File: config.mk
export PLATFORM = sky130hd
export DESIGN_NAME = theta_sequencer
export DESIGN_NICKNAME = d
export VERILOG_FILES = /design/src/rtl/theta_seq_pkg.sv /design/src/rtl/theta_pair_fifo.sv /design/src/rtl/theta_sequencer.sv
export SDC_FILE = /design/constraint.sdc
export NUM_CORES = 1
export LEC_CHECK = 0
export CAP_MARGIN = 20
export CORE_ASPECT_RATIO = 1.25
export CORE_MARGIN = 3
export CORE_UTILIZATION = 44
export CTS_CLUSTER_DIAMETER = 200
export DETAILED_ROUTE_END_ITERATION = 10
export HOLD_SLACK_MARGIN = 0.08
export PLACE_DENSITY = 0.68
export SYNTH_ARGS = -nofsm -noshare
export SYNTH_HDL_FRONTEND = slang
export SYNTH_SLANG_ARGS = --single-unit
export TNS_END_PERCENT = 30
File: constraint.sdc
create_clock -name clk_i -period 3.2 [get_ports clk_i]
set_input_delay 0.8 -clock clk_i [delete_from_list [all_inputs] [get_ports clk_i]]
set_output_delay 0.8 -clock clk_i [all_outputs]
set_load 0.05 [all_outputs]
File: src/rtl/theta_seq_pkg.sv
// Shared state, result-pair type and sizing helpers for the theta scan sequencer.
package theta_seq_pkg;

   typedef enum logic [1:0] {IDLE, RUN, DRAIN, FLUSH} state_t;

   typedef struct packed {
      logic [15:0] cos;
      logic [15:0] sin;
   } pair_t;

   function automatic int pointWidth(input int points);
      return (points < 2) ? 1 : $clog2(points);
   endfunction

   function automatic int frameWidth(input int frames);
      return (frames < 2) ? 1 : $clog2(frames);
   endfunction

   function automatic int scanTotal(input int points, input int frames);
      return points * frames;
   endfunction

endpackage

File: src/rtl/theta_pair_fifo.sv
// Pair FIFO (DEPTH_P x 32 flops): a push is visible at the head the next cycle, no bypass.
// Flush empties it in one cycle; a push into a full FIFO is refused unless a pop frees the slot.
module theta_pair_fifo
   import theta_seq_pkg::*;
#(
   parameter int DEPTH_P = 4
) (
   input  logic                     clk,
   input  logic                     rst,
   input  logic                     flush,
   input  logic                     pushVld,
   input  pair_t                    pushDat,
   input  logic                     popRdy,
   output logic                     popVld,
   output pair_t                    popDat,
   output logic [$clog2(DEPTH_P):0] count
);
   localparam int AW = $clog2(DEPTH_P);
   localparam logic [AW:0] FULL = (AW + 1)'(DEPTH_P);

   pair_t         mem [DEPTH_P];
   logic [AW-1:0] wrPtr;
   logic [AW-1:0] rdPtr;
   logic          doPush;
   logic          doPop;

   assign popVld = (count != '0);
   assign popDat = mem[rdPtr];
   assign doPop  = popVld && popRdy;
   assign doPush = pushVld && ((count != FULL) || doPop);

   // Pointers wrap naturally because the depth is a power of two.
   always_ff @(posedge clk) begin
      if (rst || flush) begin
         wrPtr <= '0;
         rdPtr <= '0;
         count <= '0;
      end else begin
         if (doPush) wrPtr <= wrPtr + 1'b1;
         if (doPop) rdPtr <= rdPtr + 1'b1;
         count <= count + (AW + 1)'(doPush) - (AW + 1)'(doPop);
      end
   end

   always_ff @(posedge clk) begin
      if (doPush) mem[wrPtr] <= pushDat;
   end

endmodule

File: src/rtl/theta_sequencer.sv
// Scan sequencer: credit-limited theta requests, cos/sin pairing, FIFO to a valid/ready output.
// A completed pair is presented one cycle later; output stalls hold data and throttle issue via credits.
module theta_sequencer
   import theta_seq_pkg::*;
#(
   parameter int POINTS_PER_LINE_P  = 360,
   parameter int NUMBER_OF_FRAMES_P = 5,
   parameter int DEPTH_P            = 4
) (
   input  logic                                        clk_i,
   input  logic                                        rst_i,
   input  logic                                        start_i,
   input  logic                                        abort_i,
   output logic                                        theta_iteration_o,
   input  logic                                        thetaCos_valid_i,
   input  logic                                        thetaSin_valid_i,
   input  logic [15:0]                                 thetaCos_i,
   input  logic [15:0]                                 thetaSin_i,
   output logic                                        out_valid_o,
   input  logic                                        out_ready_i,
   output logic [15:0]                                 out_cos_o,
   output logic [15:0]                                 out_sin_o,
   output logic [pointWidth(POINTS_PER_LINE_P)-1:0]    out_point_o,
   output logic [frameWidth(NUMBER_OF_FRAMES_P)-1:0]   out_frame_o,
   output logic                                        out_last_o,
   output logic                                        busy_o,
   output logic                                        done_o,
   output logic                                        err_o
);
   localparam int PW    = pointWidth(POINTS_PER_LINE_P);
   localparam int FW    = frameWidth(NUMBER_OF_FRAMES_P);
   localparam int TOTAL = scanTotal(POINTS_PER_LINE_P, NUMBER_OF_FRAMES_P);
   localparam int IW    = $clog2(TOTAL + 1);
   localparam int CW    = $clog2(DEPTH_P) + 1;

   localparam logic [PW-1:0] LAST_POINT = PW'(POINTS_PER_LINE_P - 1);
   localparam logic [FW-1:0] LAST_FRAME = FW'(NUMBER_OF_FRAMES_P - 1);
   localparam logic [IW-1:0] LAST_ISSUE = IW'(TOTAL - 1);
   localparam logic [CW:0]   CREDITS    = (CW + 1)'(DEPTH_P);

   state_t        state, nextState;
   logic [IW-1:0] issued;
   logic [CW-1:0] inflight, fifoCount;
   logic [CW:0]   creditUsed;
   logic          cosPend, sinPend;
   logic [15:0]   cosHeld, sinHeld;
   logic          cosErr, sinErr, cosTake, sinTake, pairDone;
   logic          startNow, abortNow, issue, push, pop, outVld;
   pair_t         pairDat, headDat;
   logic [PW-1:0] outPoint;
   logic [FW-1:0] outFrame;

   // Pair-slots already committed: requests in flight plus results waiting to leave.
   assign creditUsed = {1'b0, inflight} + {1'b0, fifoCount};

   always_comb begin
      nextState = state;
      startNow  = 1'b0;
      abortNow  = 1'b0;
      issue     = 1'b0;
      done_o    = 1'b0;
      case (state)
         IDLE: begin
            if (start_i) begin
               nextState = RUN;
               startNow  = 1'b1;
            end
         end
         RUN: begin
            if (abort_i) begin
               nextState = FLUSH;
               abortNow  = 1'b1;
            end else if (creditUsed < CREDITS) begin
               issue = 1'b1;
               if (issued == LAST_ISSUE) nextState = DRAIN;
            end
         end
         DRAIN: begin
            if (abort_i) begin
               nextState = FLUSH;
               abortNow  = 1'b1;
            end else if (inflight == '0 && fifoCount == '0) begin
               nextState = IDLE;
               done_o    = 1'b1;
            end
         end
         FLUSH: begin
            if (inflight == '0) nextState = IDLE;
         end
         default: nextState = IDLE;
      endcase
   end

   // A sample is dropped if its channel already holds one or nothing is outstanding.
   assign cosErr   = thetaCos_valid_i && (cosPend || inflight == '0);
   assign sinErr   = thetaSin_valid_i && (sinPend || inflight == '0);
   assign cosTake  = thetaCos_valid_i && !cosErr;
   assign sinTake  = thetaSin_valid_i && !sinErr;
   assign pairDone = (cosPend || cosTake) && (sinPend || sinTake);
   assign pairDat  = '{cos: (cosTake ? thetaCos_i : cosHeld), sin: (sinTake ? thetaSin_i : sinHeld)};
   assign push     = pairDone && (state != FLUSH) && !abortNow;
   assign pop      = outVld && out_ready_i;

   always_ff @(posedge clk_i) begin
      if (rst_i) begin
         state    <= IDLE;
         issued   <= '0;
         inflight <= '0;
         cosPend  <= 1'b0;
         sinPend  <= 1'b0;
         cosHeld  <= '0;
         sinHeld  <= '0;
         outPoint <= '0;
         outFrame <= '0;
         err_o    <= 1'b0;
      end else begin
         state    <= nextState;
         inflight <= inflight + CW'(issue) - CW'(pairDone);
         if (startNow) begin
            issued   <= '0;
            outPoint <= '0;
            outFrame <= '0;
         end else begin
            if (issue) issued <= issued + 1'b1;
            if (pop) begin
               if (outPoint == LAST_POINT) begin
                  outPoint <= '0;
                  outFrame <= outFrame + 1'b1;
               end else begin
                  outPoint <= outPoint + 1'b1;
               end
            end
         end
         if (pairDone) begin
            cosPend <= 1'b0;
            sinPend <= 1'b0;
         end else begin
            if (cosTake) begin
               cosPend <= 1'b1;
               cosHeld <= thetaCos_i;
            end
            if (sinTake) begin
               sinPend <= 1'b1;
               sinHeld <= thetaSin_i;
            end
         end
         if (cosErr || sinErr) err_o <= 1'b1;
      end
   end

   theta_pair_fifo #(
      .DEPTH_P (DEPTH_P)
   ) pairFifo (
      .clk     (clk_i),
      .rst     (rst_i),
      .flush   (abortNow),
      .pushVld (push),
      .pushDat (pairDat),
      .popRdy  (out_ready_i),
      .popVld  (outVld),
      .popDat  (headDat),
      .count   (fifoCount)
   );

   assign theta_iteration_o = issue;
   assign busy_o            = (state != IDLE);
   assign out_valid_o       = outVld;
   assign out_cos_o         = outVld ? headDat.cos : '0;
   assign out_sin_o         = outVld ? headDat.sin : '0;
   assign out_point_o       = outPoint;
   assign out_frame_o       = outFrame;
   assign out_last_o        = outVld && (outPoint == LAST_POINT) && (outFrame == LAST_FRAME);

endmodule

Word level (Yosys, flattened, before mapping)
Memories as Yosys holds them, arrays and structs flattened. A register that Yosys moved wholly into a read port is not among the register bits.
Index checks and enable logic that the tools add are counted.
W data, S select, Z words.

cells by class
  eq/ne operators = 13
  reductions and logical operators = 32
  magnitude comparators = 1
  muxes and demuxes = 27
  add/subtract/negate cells = 10

operators by type and width
  cell                     number
  $mux W16                 4
  $mux W2                  9
  $logic_and A1 B1 Y1      12
  $mux W1                  12
  $ne A3 B3 Y1 const B     4
  $add A11 B1 Y11 const B  1
  $eq A11 B11 Y1 const B   1
  $add A9 B1 Y9 const B    1
  $eq A9 B9 Y1 const B     1
  $mux W9                  1
  $pmux W2 S4              1
  $logic_or A1 B1 Y1       7
  $add A3 B1 Y3            2
  $logic_not A3 Y1         2
  $ne A2 B2 Y1 const B     3
  $reduce_or A2 Y1         3
  $sub A3 B1 Y3            2
  $reduce_and A5 Y1        1
  $add A2 B1 Y2 const B    2
  $add A3 B3 Y4            1
  $eq A2 B2 Y1 const B     2
  $lt A4 B3 Y1 const B     1
  $add A3 B1 Y3 const B    1
  $eq A3 B3 Y1 const B     1
  6 further kinds          8

storage, ports and cells
  register bits = 70
  memories kept = 1
  memory bits (writable) = 128
  logic and storage cells = 97
  output and inout bits = 50
  input bits = 39

memories
  memory        words  width  read ports  clocked after Yosys merged registers in  wr ports  RTL line               source
  pairFifo.mem  4      32     1           1                                        1         theta_pair_fifo.sv:21  pair_t mem [DEPTH_P];

Logic depth before layout (Yosys ltp)
Gate-level depths: netlist of the first run.

  depth after elaboration = 12
  mapped depth = 14

Cells and area by module
Synthesis of the first run repeated with hierarchy kept, for this count alone.

second synthesis, totals
  cell total of the unflattened synthesis = 608
  area total of the unflattened synthesis = 8,433.1 sq um

by module, submodules not included
  module           instances  area each (sq um)  seq. area each (sq um)  cells an instance
  theta_pair_fifo  1          5,072.4            4,023.9                 214
  theta_sequencer  1          3,360.7            1,261.2                 394

Worst setup path before layout of the first run
Ideal clock, no wire load.

  path kind = register to output
  start = register pairFifo.count[1]
  end = output done_o
  stages on the path, launching flop included = 5
  path slack = 0.210 ns
  required time = 2.400 ns
  arrival = 2.190 ns
  path buffers = 1
  cells stage by stage = dfxtp_1 inv_1 nand3_1 clkbuf_1 nor3_1

on the way
  word-level cells in the longest chain between the ends = 5

RTL lines
  element                 RTL line               source
  start, declared         theta_pair_fifo.sv:16  output logic [$clog2(DEPTH_P):0] count
  start signal, assigned  theta_pair_fifo.sv:41  count <= count + (AW + 1)'(doPush) - (AW + 1)'(doPop);
  $logic_not A3 Y1        theta_sequencer.sv:82  end else if (inflight == '0 && fifoCount == '0) begin
  $logic_and A1 B1 Y1     theta_sequencer.sv:82
  $mux W1                 theta_sequencer.sv:82
  $mux W1                 theta_sequencer.sv:79  if (abort_i) begin
  $mux W1                 theta_sequencer.sv:62  case (state)
  end, declared           theta_sequencer.sv:27  output logic done_o,

No other way between the ends.

Final worst setup path of the first run
  start = register outPoint[4] (netlist: out_point_o[4])
  end = output out_last_o

on the way
  word-level cells in the longest chain between the ends = 3

RTL lines
  element                            RTL line                source
  start, declared                    theta_sequencer.sv:50   logic [PW-1:0] outPoint;
  start signal, assigned             theta_sequencer.sv:130  outPoint <= outPoint + 1'b1;
  $eq A9 B9 Y1                       theta_sequencer.sv:172  assign out_last_o = outVld && (outPoint == LAST_POINT) && (outFrame == LAST_FRAME);
  $logic_and A1 B1 Y1 (2 in series)  theta_sequencer.sv:172
  end, declared                      theta_sequencer.sv:25   output logic out_last_o,

No other way between the ends.

==> metrics.cfg, run 1 <==
[status]
outcome=complete, no violations

[layout]
diodes=0
regArea_um2=5290
stdcell_area_um2=10200
syn2layout_area_growth_pct=21.2
multi_input_area_um2=2900
drive_above_1_share=0.243
nets=735
fillCellCount=1490

[timing]
drv_slew=0
rsz0062_at_grt=no
tightest_slew_ns=0.720
fin_crit_sh=0.901
setup_viol=0
period_needed_ns=2.88
fin_setup_tns_ns=0
fmax_mhz=347
hold_viol=0
timing.clock.skew_ns=0.0126
slew_headroom=0.516

[global_route]
overflow=0
grt_usage=0.167
grtUsageMet1=0.209
grt_max_degree=33
use_met3=0.0429
grt_pass1_wl_um=26900
grt_antenna_before_repair=1
top_usage_layer=met2
grtUsageMet2=0.285
grt_pass1_vias=5011

[logic_synthesis]
yosys_warnings=0
yosysSeqAreaShare=0.629
syn-num-nets=630
netlist_top_cells_count=128 x edfxtp_1, 72 x dfxtp_1, 62 x nor2_1
synth_top_area_share=0.457
synth_top_flop_cell=edfxtp_1
yosys-top-cells-area=edfxtp_1 46%, dfxtp_1 17%, mux4_2 8.6%
netlist.top_cell.by_area=edfxtp_1
synthArstFlopShare=0
synth_edf_count=128
synth_area_um2=8410
postSynthAreaPerCell_um2=14.7
syn_inst=570
ys_types=44
ys_ff_latch=200
yosysMostFrequentCell=edfxtp_1

[worst_setup_path]
crit_chain=or4b_1, nor3_1, and4_1, buf_4
cpPeakStageDelay_ns=0.52
startpoint_type=flop
cp_slowest_cell=or4b_1
path_buf_inv=1
cp.arrival_ns=2.08
required_ns=2.40
crit_family=simple AND/OR/NAND/NOR gates
cp-end-kind=output pin
cp_max_fo=5
crit_type=flop to output pin

[placement]
dpl_cell_area_um2=9600
dp_hpwl_um=11000
place.gp.congestion=0.810
port_buffers=88

[route]
remaining_drc_errors=0
final_antenna_net_count=0
viasPerCell=5.25
wl_um=16500
vias=4811
wl_per_cell_um=18.0
dr.first_iter.drc_count=367
dr.pass1.iters=4

[pwr]
peakVddDrop_uv=436
leakage_nw=3.86
powerDensity_nw_per_um2=834

[clock_network]
cts_hold_buf=0
cts_buffer_depth=2
cts_root_buffer=clkbuf_16
post_cts_buffers=0
cts_made_buffers=17
clkTransAtPathRegs_ns=0.07
clock_latency_ns=0.42
cts_max_level=4
cts_tree=yes
clock-sinks=200
cts_resized=0

[min_path]
hold_class=flop to flop

[floorplan]
rows=55
chipHeight_um=161
dieArea_um2=20800
core_um2=18400
die_w_um=130
ioPinCount=89
start_util=0.456

[run]
drv_cap=0

## flip-flops by register name, summed over array words and instances (netlist names), named ones only
name	count
pairFifo.mem	128
cosHeld	16
sinHeld	16
issued	11
out_point_o	9
inflight	3
out_frame_o	3
pairFifo.count	3
pairFifo.rdPtr	2
pairFifo.wrPtr	2
state	2
cosPend	1
err_o	1
sinPend	1
## area by class of cell
class,count,area share
sequential,200,0.519
tap,228,0.0280
inverter,19,0.00700
timing repair buffer,111,0.103
clock inverter,10,0.00811
multi-input combinational,326,0.285
clock buffer,22,0.0496
## placed cells by master (no fill, tap or decap), types with 18 or more instances in the layout
cell	netlist	final
edfxtp_1	128	128
dfxtp_1	72	70
nor2_1	62	62
clkdlybuf4s50_1	0	52
buf_4	1	51
mux2i_1	35	35
and2_1	38	34
mux2_2	32	32
mux4_2	32	32
ha_1	19	19
inv_1	18	18
clkbuf_16	0	18
## cells by family (layout without fill, tap and decap cells)
group                      after synthesis  count (layout)  share of synthesized area
adders and majority gates               21              21                     0.0330
muxes                                   99              99                      0.170
xor gates and xnor gates                25              25                     0.0260
and+or+nand+nor                        157             157                     0.0963
DFF                                    200             200                      0.629
AOI/OAI and AO/OA                       24              24                     0.0185
buffers and inverters                   44             162                     0.0271
## metal layers
metal	up-vias	wire length (um)
met5	-	13
met4	2	197
met3	20	831
met2	99	8580
met1	2390	6900
li1	2300	-
## worst paths after layout
path,slack [ns],to,start,depth (start not counted)
worst max register to register,0.64,inflight[2],inflight[1],12
worst min-delay path,0.49,cosHeld[0],cosHeld[0],2
worst max-delay path,0.32,out_last_o,out_point_o[4],4
worst min register to register,0.49,cosHeld[0],cosHeld[0],2
## worst min-delay path: stages (launching register included)
cell     delay, ns
dfxtp_1       0.32
mux2i_1       0.06
nor2_1        0.07
## report_power, final
part | internal (mW) | switching, mW
sequential | 3.15 | 0.147
clock | 1.14 | 0.925
combinational | 1.26 | 1.87
## metrics by stage
step                       util  hold WS [ns]  power (mW)  std cells  worst slack [ns]
after floorplan               -         0.456        5.58        570             0.210
after global placement    0.520         0.468        6.44        884             0.132
after detailed placement  0.520         0.479        6.53        884            0.0556
after CTS                 0.552         0.498        8.59        916             0.263
after global routing      0.552         0.517        8.93        916             0.174
final                     0.552         0.489        8.49        916             0.317
Note: power is estimated with default switching activity, not from simulation.
==> inputs of run 2 (changes only) <==
--- a/config.mk
+++ b/config.mk
@@ -5,6 +5,7 @@
 export SDC_FILE = /design/constraint.sdc
 export NUM_CORES = 1
 export LEC_CHECK = 0
+export ABC_CLOCK_PERIOD_IN_PS = 3200
 export CAP_MARGIN = 20
 export CORE_ASPECT_RATIO = 1.25
 export CORE_MARGIN = 3
@@ -13,6 +14,7 @@
 export DETAILED_ROUTE_END_ITERATION = 10
 export HOLD_SLACK_MARGIN = 0.08
 export PLACE_DENSITY = 0.68
+export SKIP_CTS_REPAIR_TIMING = 1
 export SYNTH_ARGS = -nofsm -noshare
 export SYNTH_HDL_FRONTEND = slang
 export SYNTH_SLANG_ARGS = --single-unit
==> results of run 2 <==
Same layout as run 1: the final DEF is identical, and so are final timing and power.
==> inputs of run 3 (changes only) <==
--- a/config.mk
+++ b/config.mk
@@ -12,6 +12,7 @@
 export CORE_UTILIZATION = 44
 export CTS_CLUSTER_DIAMETER = 200
 export DETAILED_ROUTE_END_ITERATION = 10
+export GPL_ROUTABILITY_DRIVEN = 0
 export HOLD_SLACK_MARGIN = 0.08
 export PLACE_DENSITY = 0.68
 export SKIP_CTS_REPAIR_TIMING = 1
==> results of run 3 <==
Same layout as run 1: the final DEF is identical, and so are final timing and power.
